--- config.mk ---
export PLATFORM = sky130hd
export DESIGN_NAME = rom_dl_router
export DESIGN_NICKNAME = d
export VERILOG_FILES = /design/src/rtl/rom_dl_pkg.sv /design/src/rtl/rom_dl_rstseq.sv /design/src/rtl/rom_dl_router.sv
export SDC_FILE = /design/constraint.sdc
export NUM_CORES = 1
export LEC_CHECK = 0
export CELL_PAD_IN_SITES_DETAIL_PLACEMENT = 1
export CELL_PAD_IN_SITES_GLOBAL_PLACEMENT = 1
export CORE_UTILIZATION = 37
export CTS_CLUSTER_SIZE = 25
export DETAILED_ROUTE_END_ITERATION = 10
export PLACE_DENSITY_LB_ADDON = 0.25
export SKIP_CTS_REPAIR_TIMING = 1
export SYNTH_ARGS = -nofsm -noshare
export SYNTH_HDL_FRONTEND = slang
export SYNTH_SLANG_ARGS = --single-unit
export TNS_END_PERCENT = 5
--- constraint.sdc ---
create_clock -name clk_sys -period 3.65 [get_ports clk_sys]
set_clock_uncertainty 0.05 [all_clocks]
set_input_delay 0.73 -clock clk_sys [delete_from_list [all_inputs] [get_ports clk_sys]]
set_output_delay 0.73 -clock clk_sys [all_outputs]
set_load 0.01 [all_outputs]
--- src/rtl/rom_dl_pkg.sv ---
// Shared constants and types for the ROM download router.
package rom_dl_pkg;

  localparam logic [7:0] IDX_ROM = 8'd0;
  localparam logic [7:0] IDX_MOD = 8'd1;
  localparam logic [7:0] IDX_DIP = 8'd254;

  typedef enum logic {
    ST_IDLE = 1'b0,
    ST_WAIT = 1'b1
  } dl_state_e;

endpackage

--- src/rtl/rom_dl_rstseq.sv ---
// Post-download core reset sequencer: remembers that a ROM has loaded and
// holds the game core in reset for RST_CYCLES after the last reset cause.
module rom_dl_rstseq #(
  parameter logic [15:0] RST_CYCLES = 16'hFFFF
) (
  input  logic clk_sys,
  input  logic reset,
  input  logic rom_dl,
  input  logic user_reset,
  output logic rom_loaded,
  output logic core_reset
);

  logic        rom_dl_q, rom_dl_d;
  logic        rom_loaded_q, rom_loaded_d;
  logic [15:0] cnt_q, cnt_d;
  logic        core_reset_q, core_reset_d;

  // Detect end of ROM download, reload or run down the hold counter.
  always_comb begin
    rom_dl_d     = rom_dl;
    rom_loaded_d = rom_loaded_q | (rom_dl_q & ~rom_dl);
    if (user_reset | ~rom_loaded_q | rom_dl) begin
      cnt_d = RST_CYCLES;
    end else if (cnt_q != 16'd0) begin
      cnt_d = cnt_q - 16'd1;
    end else begin
      cnt_d = cnt_q;
    end
    core_reset_d = (cnt_q != 16'd0);
  end

  // Sequencer registers; reset keeps the core held.
  always_ff @(posedge clk_sys) begin
    if (reset) begin
      rom_dl_q     <= 1'b0;
      rom_loaded_q <= 1'b0;
      cnt_q        <= RST_CYCLES;
      core_reset_q <= 1'b1;
    end else begin
      rom_dl_q     <= rom_dl_d;
      rom_loaded_q <= rom_loaded_d;
      cnt_q        <= cnt_d;
      core_reset_q <= core_reset_d;
    end
  end

  assign rom_loaded = rom_loaded_q;
  assign core_reset = core_reset_q;

endmodule

--- src/rtl/rom_dl_router.sv ---
// ROM download router: decodes hps_io byte writes against NREG windows,
// drives toggle-handshake or BRAM-pulse write strobes, captures core_mod
// and DIP bytes, and sequences the core reset after download.
module rom_dl_router
  import rom_dl_pkg::*;
#(
  parameter int                 NREG        = 4,
  parameter int                 AW          = 25,
  parameter logic [NREG*AW-1:0] REG_BASE    = {NREG{{AW{1'b0}}}},
  parameter logic [NREG*AW-1:0] REG_END     = {NREG{{AW{1'b1}}}},
  parameter logic [NREG-1:0]    REG_NOACK   = {NREG{1'b0}},
  parameter int                 ACK_TIMEOUT = 1023,
  parameter logic [15:0]        RST_CYCLES  = 16'hFFFF,
  parameter int                 DIP_BYTES   = 8
) (
  input  logic                   clk_sys,
  input  logic                   reset,
  input  logic                   ioctl_download,
  input  logic [7:0]             ioctl_index,
  input  logic                   ioctl_wr,
  input  logic [AW-1:0]          ioctl_addr,
  input  logic [7:0]             ioctl_dout,
  output logic                   ioctl_wait,
  input  logic                   user_reset,
  output logic [AW-1:0]          wr_addr,
  output logic [15:0]            wr_data,
  output logic [1:0]             wr_be,
  output logic [NREG-1:0]        reg_req,
  input  logic [NREG-1:0]        reg_ack,
  output logic [NREG-1:0]        reg_we,
  output logic [7:0]             core_mod,
  output logic [8*DIP_BYTES-1:0] dip_sw,
  output logic                   rom_loaded,
  output logic                   core_reset,
  output logic                   dl_err
);

  localparam int TW = (ACK_TIMEOUT < 1) ? 1 : $clog2(ACK_TIMEOUT + 1);
  localparam logic [TW-1:0] TMAX = TW'(ACK_TIMEOUT);

  dl_state_e state_q, state_d;

  logic [NREG-1:0]        req_q, req_d;
  logic [NREG-1:0]        we_q, we_d;
  logic [NREG-1:0]        pend_q, pend_d;
  logic [TW-1:0]          timer_q, timer_d;
  logic [AW-1:0]          wr_addr_q, wr_addr_d;
  logic [15:0]            wr_data_q, wr_data_d;
  logic [1:0]             wr_be_q, wr_be_d;
  logic                   err_q, err_d;
  logic [7:0]             mod_q, mod_d;
  logic [8*DIP_BYTES-1:0] dip_q, dip_d;

  logic                   rom_wr;
  logic                   rom_dl;
  logic                   mod_wr;
  logic                   dip_wr;
  logic [NREG-1:0]        hit;
  logic [NREG-1:0]        ack_hit;
  logic [NREG-1:0]        noack_hit;
  logic [NREG-1:0]        pend_left;
  logic [AW-1:0]          hit_addr;

  // Window decode; the highest-numbered hit window supplies the relative address.
  always_comb begin
    rom_dl   = ioctl_download & (ioctl_index == IDX_ROM);
    rom_wr   = ioctl_wr & rom_dl;
    mod_wr   = ioctl_wr & ioctl_download & (ioctl_index == IDX_MOD);
    dip_wr   = ioctl_wr & ioctl_download & (ioctl_index == IDX_DIP);
    hit      = '0;
    hit_addr = ioctl_addr;
    for (int i = 0; i < NREG; i++) begin
      if ((ioctl_addr >= REG_BASE[i*AW +: AW]) && (ioctl_addr <= REG_END[i*AW +: AW])) begin
        hit[i]   = 1'b1;
        hit_addr = ioctl_addr - REG_BASE[i*AW +: AW];
      end
    end
    ack_hit   = hit & ~REG_NOACK;
    noack_hit = hit & REG_NOACK;
    pend_left = pend_q & (reg_ack ^ req_q);
  end

  // Handshake FSM state register.
  always_ff @(posedge clk_sys) begin
    if (reset) begin
      state_q <= ST_IDLE;
    end else begin
      state_q <= state_d;
    end
  end

  // Handshake FSM next state: wait only while a handshake window is outstanding.
  always_comb begin
    state_d = state_q;
    case (state_q)
      ST_IDLE: if (rom_wr && (ack_hit != '0)) state_d = ST_WAIT;
      ST_WAIT: if ((pend_left == '0) || (timer_q == TMAX)) state_d = ST_IDLE;
      default: state_d = ST_IDLE;
    endcase
  end

  // Handshake FSM output: back-pressure drops as soon as the last ack lands.
  always_comb begin
    ioctl_wait = (state_q == ST_WAIT) && (pend_left != '0);
  end

  // Write latch, request toggles, ack timer, error flag and byte capture.
  always_comb begin
    req_d     = req_q;
    we_d      = '0;
    pend_d    = pend_q;
    timer_d   = timer_q;
    wr_addr_d = wr_addr_q;
    wr_data_d = wr_data_q;
    wr_be_d   = wr_be_q;
    err_d     = err_q;
    mod_d     = mod_q;
    dip_d     = dip_q;
    if (state_q == ST_IDLE) begin
      if (rom_wr) begin
        if (hit != '0) wr_addr_d = hit_addr;
        wr_data_d = {ioctl_dout, ioctl_dout};
        wr_be_d   = {ioctl_addr[0], ~ioctl_addr[0]};
        req_d     = req_q ^ ack_hit;
        we_d      = noack_hit;
        pend_d    = ack_hit;
        timer_d   = '0;
      end
    end else begin
      pend_d = pend_left;
      if (rom_wr) err_d = 1'b1;
      if (pend_left != '0) begin
        if (timer_q == TMAX) begin
          err_d  = 1'b1;
          pend_d = '0;
        end else begin
          timer_d = timer_q + 1'b1;
        end
      end
    end
    if (mod_wr) mod_d = ioctl_dout;
    for (int k = 0; k < DIP_BYTES; k++) begin
      if (dip_wr && (ioctl_addr == AW'(k))) dip_d[8*k +: 8] = ioctl_dout;
    end
  end

  // Datapath registers.
  always_ff @(posedge clk_sys) begin
    if (reset) begin
      req_q     <= '0;
      we_q      <= '0;
      pend_q    <= '0;
      timer_q   <= '0;
      wr_addr_q <= '0;
      wr_data_q <= '0;
      wr_be_q   <= '0;
      err_q     <= 1'b0;
      mod_q     <= '0;
      dip_q     <= '0;
    end else begin
      req_q     <= req_d;
      we_q      <= we_d;
      pend_q    <= pend_d;
      timer_q   <= timer_d;
      wr_addr_q <= wr_addr_d;
      wr_data_q <= wr_data_d;
      wr_be_q   <= wr_be_d;
      err_q     <= err_d;
      mod_q     <= mod_d;
      dip_q     <= dip_d;
    end
  end

  rom_dl_rstseq #(
    .RST_CYCLES(RST_CYCLES)
  ) u_rstseq (
    .clk_sys    (clk_sys),
    .reset      (reset),
    .rom_dl     (rom_dl),
    .user_reset (user_reset),
    .rom_loaded (rom_loaded),
    .core_reset (core_reset)
  );

  assign reg_req  = req_q;
  assign reg_we   = we_q;
  assign wr_addr  = wr_addr_q;
  assign wr_data  = wr_data_q;
  assign wr_be    = wr_be_q;
  assign dl_err   = err_q;
  assign core_mod = mod_q;
  assign dip_sw   = dip_q;

endmodule

; After elaboration in Yosys (flattened, before gate mapping)
; Index checks and enable logic that the tools add are counted.
[totals]
register_bits = 154
word_cells = 90
output_inout_bits = 127
input_bits = 50
[op_classes]
n_reduce_logical = 22
bitwise_logic = 16
n_eq_ne = 12
mux = 15
n_lt_le_gt_ge = 2
add_sub_neg = 2
[op_table]
columns = cell, count
row1 = 25-bit by 3-bit equality test with 1-bit output (second input constant), 4
row2 = 25-bit by 2-bit equality test with 1-bit output (second input constant), 2
row3 = 10-bit 2-to-1 mux, 4
row4 = 25-bit by 1-bit equality test with 1-bit output (second input constant), 1
row5 = 25-bit by 1-bit greater-or-equal comparator with 1-bit output (second input constant), 1
row6 = 25-bit less-or-equal comparator (second input constant), 1
row7 = 25-bit logical NOT, 1
row8 = 4-bit 2-to-1 mux, 4
row9 = 16-bit nonzero test, 1
row10 = 16-bit by 1-bit subtractor with 16-bit output (second input constant), 1
row11 = 1-bit logical AND, 11
row12 = 10-bit by 1-bit adder with 10-bit output (second input constant), 1
row13 = 10-bit equality test (second input constant), 1
row14 = 8-bit by 1-bit equality test with 1-bit output (second input constant), 1
row15 = 8-bit equality test (second input constant), 1
row16 = 8-bit logical NOT, 1
row17 = 4-bit bitwise XOR, 2
row18 = 1-bit bitwise AND, 6
row19 = 1-bit 2-to-1 mux, 6
row20 = 3-bit AND reduction, 2
row21 = 4-bit bitwise AND, 1
row22 = 4-bit logical NOT, 1
row23 = 1-bit NOT, 4
row24 = 4-bit nonzero test, 1
row25 = 8 further kinds, 10

; Depth between registers and ports, before layout
; Gate-level depths: netlist of run 1.
[logic_depth]
ltp_word = 6
ltp_mapped = 8
ltp_nobuf = 7

; By module
; From an unflattened synthesis of run 1, not the netlist that was laid out.
[unflattened]
hier_cells = 671
area_unflattened_um2 = 6287.3
[modules_own_cells]
columns = module, cells_each, n_inst, seq_area_each_um2, area_each_um2
row1 = rom_dl_router, 562, 1, 2542.4, 5335.1
row2 = rom_dl_rstseq, 109, 1, 380.4, 952.2

; Worst setup path before layout of run 1
; No wires, ideal clock.
[synth_path]
path_type = input to register
from = input ioctl_addr[11]
to = register dip_q[16] (netlist: dip_sw[16])
path_stages = 6
setup_ns = 0.128
arrival_ns = 2.449
path_buffers = 1
path_slack_ns = 1.023
t_required_ns = 3.472
cell_sequence = or4_1 -> nor4_4 -> and4b_1 -> buf_2 -> mux2i_1 -> nor2_1
[synth_via]
elab_chain_len = 2
[synth_rtl]
columns = item, line_no
row1 = "start, declared", rom_dl_router.sv:21  ; input logic [AW-1:0] ioctl_addr,
row2 = 25-bit by 2-bit equality test with 1-bit output, rom_dl_router.sv:143  ; if (dip_wr && (ioctl_addr == AW'(k))) dip_d[8*k +: 8] = ioctl_dout;
row3 = 1-bit logical AND, rom_dl_router.sv:143
row4 = "end signal, assigned", rom_dl_router.sv:170  ; dip_q <= dip_d;
row5 = "end, declared", rom_dl_router.sv:52  ; logic [8*DIP_BYTES-1:0] dip_q, dip_d;
; Every way passes these cells.
; A chain may end at the register's enable or synchronous reset.

; Worst setup path after layout of run 1
[layout_path]
from = input reg_ack[2]
to = output ioctl_wait
[layout_via]
elab_chain_len = 4
[layout_rtl]
columns = item, line_no
row1 = "start, declared", rom_dl_router.sv:29  ; input logic [NREG-1:0] reg_ack,
row2 = 4-bit bitwise XOR, rom_dl_router.sv:80  ; pend_left = pend_q & (reg_ack ^ req_q);
row3 = 4-bit bitwise AND, rom_dl_router.sv:80
row4 = 4-bit nonzero test, rom_dl_router.sv:104  ; ioctl_wait = (state_q == ST_WAIT) && (pend_left != '0);
row5 = 1-bit logical AND, rom_dl_router.sv:104
row6 = "end, declared", rom_dl_router.sv:23  ; output logic ioctl_wait,
; Every way passes these cells.

==> results.yml, run 1 <==
sta:
  worstMarginPinSlew_ps: 909
  setup_ws_ps: 470
  slew_viol_final: 0
  finalSetupViolCount: 0
  max_freq_mhz: 314
  hold_violations: 0
  post-route-min-period_ps: 3180
  holdWs_ps: 404
  fin_crit_sh_pct: 87.1
  tns_ps: 0
  timing.slew.headroom_pct: 39.4
  rsz0062_at_grt: "false"
floorplan:
  die_y_um: 129
  die_area_sq_um: 16600
  die_x_um: 129
  core_sq_um: 15400
  io_pins: 177
  rows: 45
  start_util_pct: 38.5
logic_synthesis:
  postSynthAreaPerCell_sq_um: 9.03
  syn_area_sq_um: 5940
  ys_ff_latch: 146
  syn-instance-count: 658
  synthTopCellsByCount: "dfxtp_1 (146), nand2_1 (104), nor2_1 (93)"
  ys_types: 49
  seq_area_frac_synth_pct: 49.2
  synth.most_common_cell: "dfxtp_1"
  synth_edf_count: 0
  yosysWarnings: 0
  synth_top_area_share_pct: 49.2
  ys.flop_type: "dfxtp_1"
  ys_async_sr_fraction_pct: 0
  synth_area_leaders: "dfxtp_1 (49%), mux2i_1 (13%), nand2_1 (6.6%)"
  synth_top_cell_by_area: "dfxtp_1"
power_and_ir_drop:
  comb_power_share_pct: 3.7
  swShare_pct: 21.2
  pwr-share-clk_pct: 51.2
  cellPowerDensity_nw_per_um2: 420
  ir_drop_mv: 0.311
  pwr-share-seq_pct: 45.1
  leakagePower_nw: 3.32
  p_sw_w: 0.000750
  internal_power_w: 0.00278
place:
  placed_cell_area_sq_um: 7790
  dpl.cell_count: 1005
  hpwlAfterDp_um: 13200
  portBuffers: 172
  routabilityCongestion: 0.782
  dpl_worst_slack_ps: 308
clocking:
  cts_num_sinks: 146
  clk_pin_slew_worst_paths_ps: 60
  root_buffer: "clkbuf_16"
  clock_latency_ps: 410
  htree_num_levels: 4
  ctsLongestPathBuffers: 2
  cts_tree: "yes"
  cts_buffers: 17
worst_setup_path:
  cp.buffers_inverters: 2
  critical-path-slowest-cell: "clkdlybuf4s50_1"
  cp_top_family: "buffers and inverters"
  crit_type: "input pin to output port"
  worstSetupEndpoint: "ioctl_wait"
  worstPathCellList: "clkdlybuf4s50_1, xor2_1, nand2_1, nand4_1, and2_1, clkdlybuf4s50_1"
  crit_arrival_ps: 2400
  path_depth: 6
  cp_common_cell: "clkdlybuf4s50_1"
  rr_startpoint: "u_rstseq.cnt_q[12]"
  reg2reg_slack_ps: 1120
  cpPeakStageDelay_ps: 540
  required_ps: 2870
  cp-startpoint: "reg_ack[2]"
  reg2reg_to: "u_rstseq.cnt_q[3]"
  worst-path-max-fanout: 2
  ff2ff_path_depth: 5
  crit_path_start_kind: "input pin"
  end_kind: "output port"
finish:
  final_nets: 865
  stdcell_area_sq_um: 8410
  drive_gt1_share_pct: 7.51
  multi_input_area_sq_um: 2770
  synthToLayoutAreaGrowth_pct: 41.5
  seqCellArea_sq_um: 2920
  num-fill-cells: 1763
  final_cells: 1037
  diodes: 0
grt:
  grt.overflow.total: 0
  grt_pass1_vias: 5641
  grt_first_pass_wirelength_um: 29200
  antenna_found_initial: 0
  grtUsageTotal_pct: 23.1
  grt_max_degree: 88
drt:
  via_per_inst: 5.16
  antenna_left: 0
  wl_um: 18700
  drt_iter0_drc: 220
  first_pass_iters: 4
  via_count: 5355
  post_drt_wl_per_cell_um: 18.0
  drc: 0
job:
  drv_cap: 0
worst_hold_path:
  hold_class: "flip-flop to flip-flop"
  hold_depth: 2
status:
  status: "finished, final reports clean"
worst reg2reg max path: stages (launching register included):
cell	delay (ps)
dfxtp_1	360
or4_2	700
nor3_1	610
nand3_1	300
and3_2	270
o21ai_0	160
registers in the layout (all words and copies together) (netlist names):
name	flops
wr_addr	25
timer_q	10
u_rstseq.core_reset	1
reg_req	4
dip_sw	64
pend_q	4
core_mod	8
wr_be	2
state_q	1
u_rstseq.rom_dl_q	1
u_rstseq.cnt_q	16
wr_data	8
u_rstseq.rom_loaded	1
dl_err	1
worst min path at each step:
| stage | startpoint | end |
|---|---|---|
| 6_report | wr_addr[2] | wr_addr[2] |
| 5_1_grt | wr_addr[2] | wr_addr[2] |
| 4_1_cts | wr_addr[8] | wr_addr[8] |
| 3_5_place_dp | wr_addr[8] | wr_addr[8] |
| 3_3_place_gp | wr_addr[5] | wr_addr[5] |
| 2_1_floorplan | u_rstseq.rom_dl_q | u_rstseq.rom_loaded |
power by group through the flow:
stage | registers, W | clock network, W | logic [W]
floorplan | 0.00163 | 0 | 0.0000516
global placement | 0.00163 | 0 | 0.000128
detailed placement | 0.00163 | 0 | 0.000129
CTS | 0.00159 | 0.00185 | 0.000131
global route | 0.00159 | 0.00192 | 0.000139
finish | 0.00159 | 0.00181 | 0.000130
layout make-up:
type | count | share of cell area [%]
repair buffers | 184 | 21.5
flip-flops and latches | 146 | 34.8
clock inverters | 11 | 1.79
inverters | 6 | 0.268
well taps | 211 | 3.14
multi-input cells | 458 | 32.9
clock buffers | 21 | 5.60
stage by stage:
stage / util [%] / power, W
after floorplan: - / 0.00168
after global placement: 50.5 / 0.00176
after detailed placement: 50.5 / 0.00176
after CTS: 54.5 / 0.00357
after global routing: 54.5 / 0.00365
final: 54.5 / 0.00353
metal layers:
layer  share of wire (%)  GRT usage, %  up-vias
li1                    -             -     2567
met1                  41          25.8     2598
met2                  49          40.6      166
met3                 7.7          8.07       24
met4                 1.6          7.96        0
met5                   0             0        -
cell families (layout without fill, tap and decap cells):
family,count (synthesis),in the layout,share of synthesized area [%]
AND/OR/NAND/NOR,288,288,23.8
flip-flops,146,146,49.2
multiplexers,76,76,12.8
AO/OA/AOI/OAI,73,73,7.12
buffers and inverters,57,222,4.42
XOR/XNOR,15,15,2.21
adder cells (fa/ha/maj),2,2,0.421
other,1,4,0.0631
placed cells by master, fill, tap and decap left out, types with 3 or more instances in the layout:
cell,instances
clkdlybuf4s50_1,171
o32ai_1,3
conb_1,4
nand4_2,4
nor4_1,7
o21ai_0,9
or3_1,4
and3_1,3
nand2_1,104
buf_4,13
nand3b_1,3
o31ai_1,3
inv_1,6
a2111oi_0,3
clkbuf_16,17
xnor2_1,10
nand3_1,10
nor2_1,93
nor4b_1,3
dfxtp_1,146
nand4b_1,4
xor2_1,5
a21oi_1,47
nor3_1,13
mux2i_1,76
or4_1,11
nand4_1,7
or4_2,3
bufinv_16,3
clkbuf_8,3
Note: power is estimated with default switching activity, not from simulation.
==> run 2, diff against run 1 <==
--- a/config.mk
+++ b/config.mk
@@ -15,4 +15,4 @@
 export SYNTH_ARGS = -nofsm -noshare
 export SYNTH_HDL_FRONTEND = slang
 export SYNTH_SLANG_ARGS = --single-unit
-export TNS_END_PERCENT = 5
+export TNS_END_PERCENT = 10
==> results of run 2 <==
The final DEF is identical to that of run 1; final timing and power are the same.
==> run 3, diff against run 2 <==
--- a/config.mk
+++ b/config.mk
@@ -5,9 +5,10 @@
 export SDC_FILE = /design/constraint.sdc
 export NUM_CORES = 1
 export LEC_CHECK = 0
+export ABC_AREA = 1
 export CELL_PAD_IN_SITES_DETAIL_PLACEMENT = 1
 export CELL_PAD_IN_SITES_GLOBAL_PLACEMENT = 1
-export CORE_UTILIZATION = 37
+export CORE_UTILIZATION = 36
 export CTS_CLUSTER_SIZE = 25
 export DETAILED_ROUTE_END_ITERATION = 10
 export PLACE_DENSITY_LB_ADDON = 0.25
==> run 3 against run 2 <==
Sequential share of layout area down 1.4 points. Clock power down 4%. Global-route usage down 0.94 points. Sequential power about the same. Cell count up 23%. Cell area up 4.2%. Largest cell class is now multi-input combinational cells. Highest routed layer unchanged.
==> results.yml, run 3 <==
finish:
  largest_reg_flops: 64
  drive_gt1_share_pct: 8.65
  final_cells: 1277
  final_common_cell: "nor2_1"
  num-fill-cells: 2243
  final_nets: 1092
  diodes: 0
  synthToLayoutAreaGrowth_pct: 37.3
  final_cell_mix: "nor2_1 (209), nand2_1 (181), clkdlybuf4s50_1 (172), dfxtp_1 (146), nand3_1 (74)"
sta:
  timing.slew.headroom_pct: 59.1
  finalSetupViolCount: 0
  rsz0062_at_grt: "false"
  hold_violations: 0
  worstMarginPinSlew_ps: 611
  slew_viol_final: 0
  max_freq_mhz: 329
  tns_ps: 0
  fin_crit_sh_pct: 83.3
  post-route-min-period_ps: 3040
grt:
  grt_pass1_vias: 6101
  grt_max_degree: 75
  grt.overflow.total: 0
  grtUsageTotal_pct: 22.1
  antenna_found_initial: 0
  grt_first_pass_wirelength_um: 31400
logic_synthesis:
  synth_top_area_share_pct: 45.8
  syn_area_sq_um: 6380
  seq_area_frac_synth_pct: 45.8
  postSynthAreaPerCell_sq_um: 7.17
  yosysWarnings: 0
  syn-instance-count: 890
  synth_top_cell_by_area: "dfxtp_1"
  ys.flop_type: "dfxtp_1"
  synth_area_leaders: "dfxtp_1 (46%), nor2_1 (12%), nand2_1 (11%)"
  ys_types: 34
  synthTopCellsByCount: "nor2_1 (210), nand2_1 (181), dfxtp_1 (146)"
  ys_ff_latch: 146
  ys_async_sr_fraction_pct: 0
  synth_edf_count: 0
  synth.most_common_cell: "nor2_1"
worst_setup_path:
  critical-path-slowest-cell: "clkdlybuf4s50_1"
  crit_type: "input pin to output port"
  crit_path_start_kind: "input pin"
  required_ps: 2870
  cp_common_cell: "nor2_1"
  cpPeakStageDelay_ps: 570
  worst-path-max-fanout: 2
  worstPathCellList: "clkdlybuf4s50_1, nor2_1, nor2_1, nor2_1, a21oi_1, clkdlybuf4s50_1"
  crit_arrival_ps: 2260
  end_kind: "output port"
clocking:
  cts_tree: "yes"
  root_buffer: "clkbuf_16"
  ctsLongestPathBuffers: 2
  htree_num_levels: 4
  cts_buffers: 17
  clk_pin_slew_worst_paths_ps: 60
  clock_latency_ps: 420
  cts_num_sinks: 146
floorplan:
  die_x_um: 135
  rows: 48
  start_util_pct: 36.9
  die_area_sq_um: 18300
  die_y_um: 135
  io_pins: 177
  core_sq_um: 17300
worst_hold_path:
  hold_class: "flip-flop to flip-flop"
power_and_ir_drop:
  total_power_w: 0.00349
  leakagePower_nw: 3.47
  cellPowerDensity_nw_per_um2: 399
  ir_drop_mv: 0.296
drt:
  post_drt_wl_per_cell_um: 15.4
  via_per_inst: 4.85
  drt_iter0_drc: 268
  first_pass_iters: 4
  drc: 0
  via_count: 6192
  antenna_left: 0
  wl_um: 19700
job:
  drv_cap: 0
status:
  status: "finished, final reports clean"
place:
  routabilityCongestion: 0.783
  dpl.cell_count: 1246
  hpwlAfterDp_um: 13700
  portBuffers: 172
[run 3: changes by cell type in the layout (fill, tap and decap cells not counted), sizes merged, moves of 30 or more]
cell   before  now
nand3      12   77
inv         8   38
nor2       93  247
o21ai       9   49
mux2i      76    0
nand2     104  184
[run 3: kinds of logic after synthesis]
group,share of synthesized area [%]
AND/OR/NAND/NOR,37.3
flip-flops,45.8
buffers and inverters,7.47
AO/OA/AOI/OAI,7.49
XOR/XNOR,1.51
adder cells (fa/ha/maj),0.392
other,0.0587
[run 3: where the power goes]
| group | total (W) | internal, W | switching, W |
|---|---|---|---|
| clock network | 0.00174 | 0.00104 | 0.000706 |
| logic | 0.000155 | 0.0000668 | 0.0000884 |
| registers | 0.00159 | 0.00159 | 0.000000480 |
[run 3: worst paths after layout]
check                           startpoint         end  slack (ps)  cells after the start
worst max-delay path            reg_ack[0]  ioctl_wait         610                      6
worst min register to register  wr_addr[0]  wr_addr[0]         400                      2
worst min-delay path            wr_addr[0]  wr_addr[0]         400                      2
worst max register to register  timer_q[0]  timer_q[3]        1340                      8
[run 3: worst max-delay path, delay by kind of cell]
kind | cells | cell delay [ps]
simple gates | 3 | 290
buf+inv | 2 | 1050
compound gates | 1 | 180
[run 3: area by class of cell]
cell class              instances  area (sq um)  area share, %
clock buffers                  19           453           5.17
clock inverters                12           135           1.54
inverters                      47           178           2.03
multi-input cells             648          3000           34.2
flip-flops and latches        146          2920           33.4
well taps                     225           282           3.21
repair buffers                180          1790           20.5
[run 3: layer usage]
layer	up-vias	part of all wire, %	track usage [%]
li1	3113	-	-
met1	2907	44	27.1
met2	146	48	37.0
met3	26	5.9	5.69
met4	0	1.9	8.80
met5	-	0	0
[run 3: metrics by stage]
| step | util (%) | hold WS [ps] | setup slack [ps] | area, sq um |
|---|---|---|---|---|
| after floorplan | - | 388 | 1620 | 6400 |
| after global placement | 47.3 | 379 | 621 | 8180 |
| after detailed placement | 47.3 | 390 | 581 | 8180 |
| after CTS | 50.7 | 409 | 578 | 8760 |
| after global routing | 50.7 | 440 | 483 | 8760 |
| final | 50.7 | 402 | 608 | 8760 |
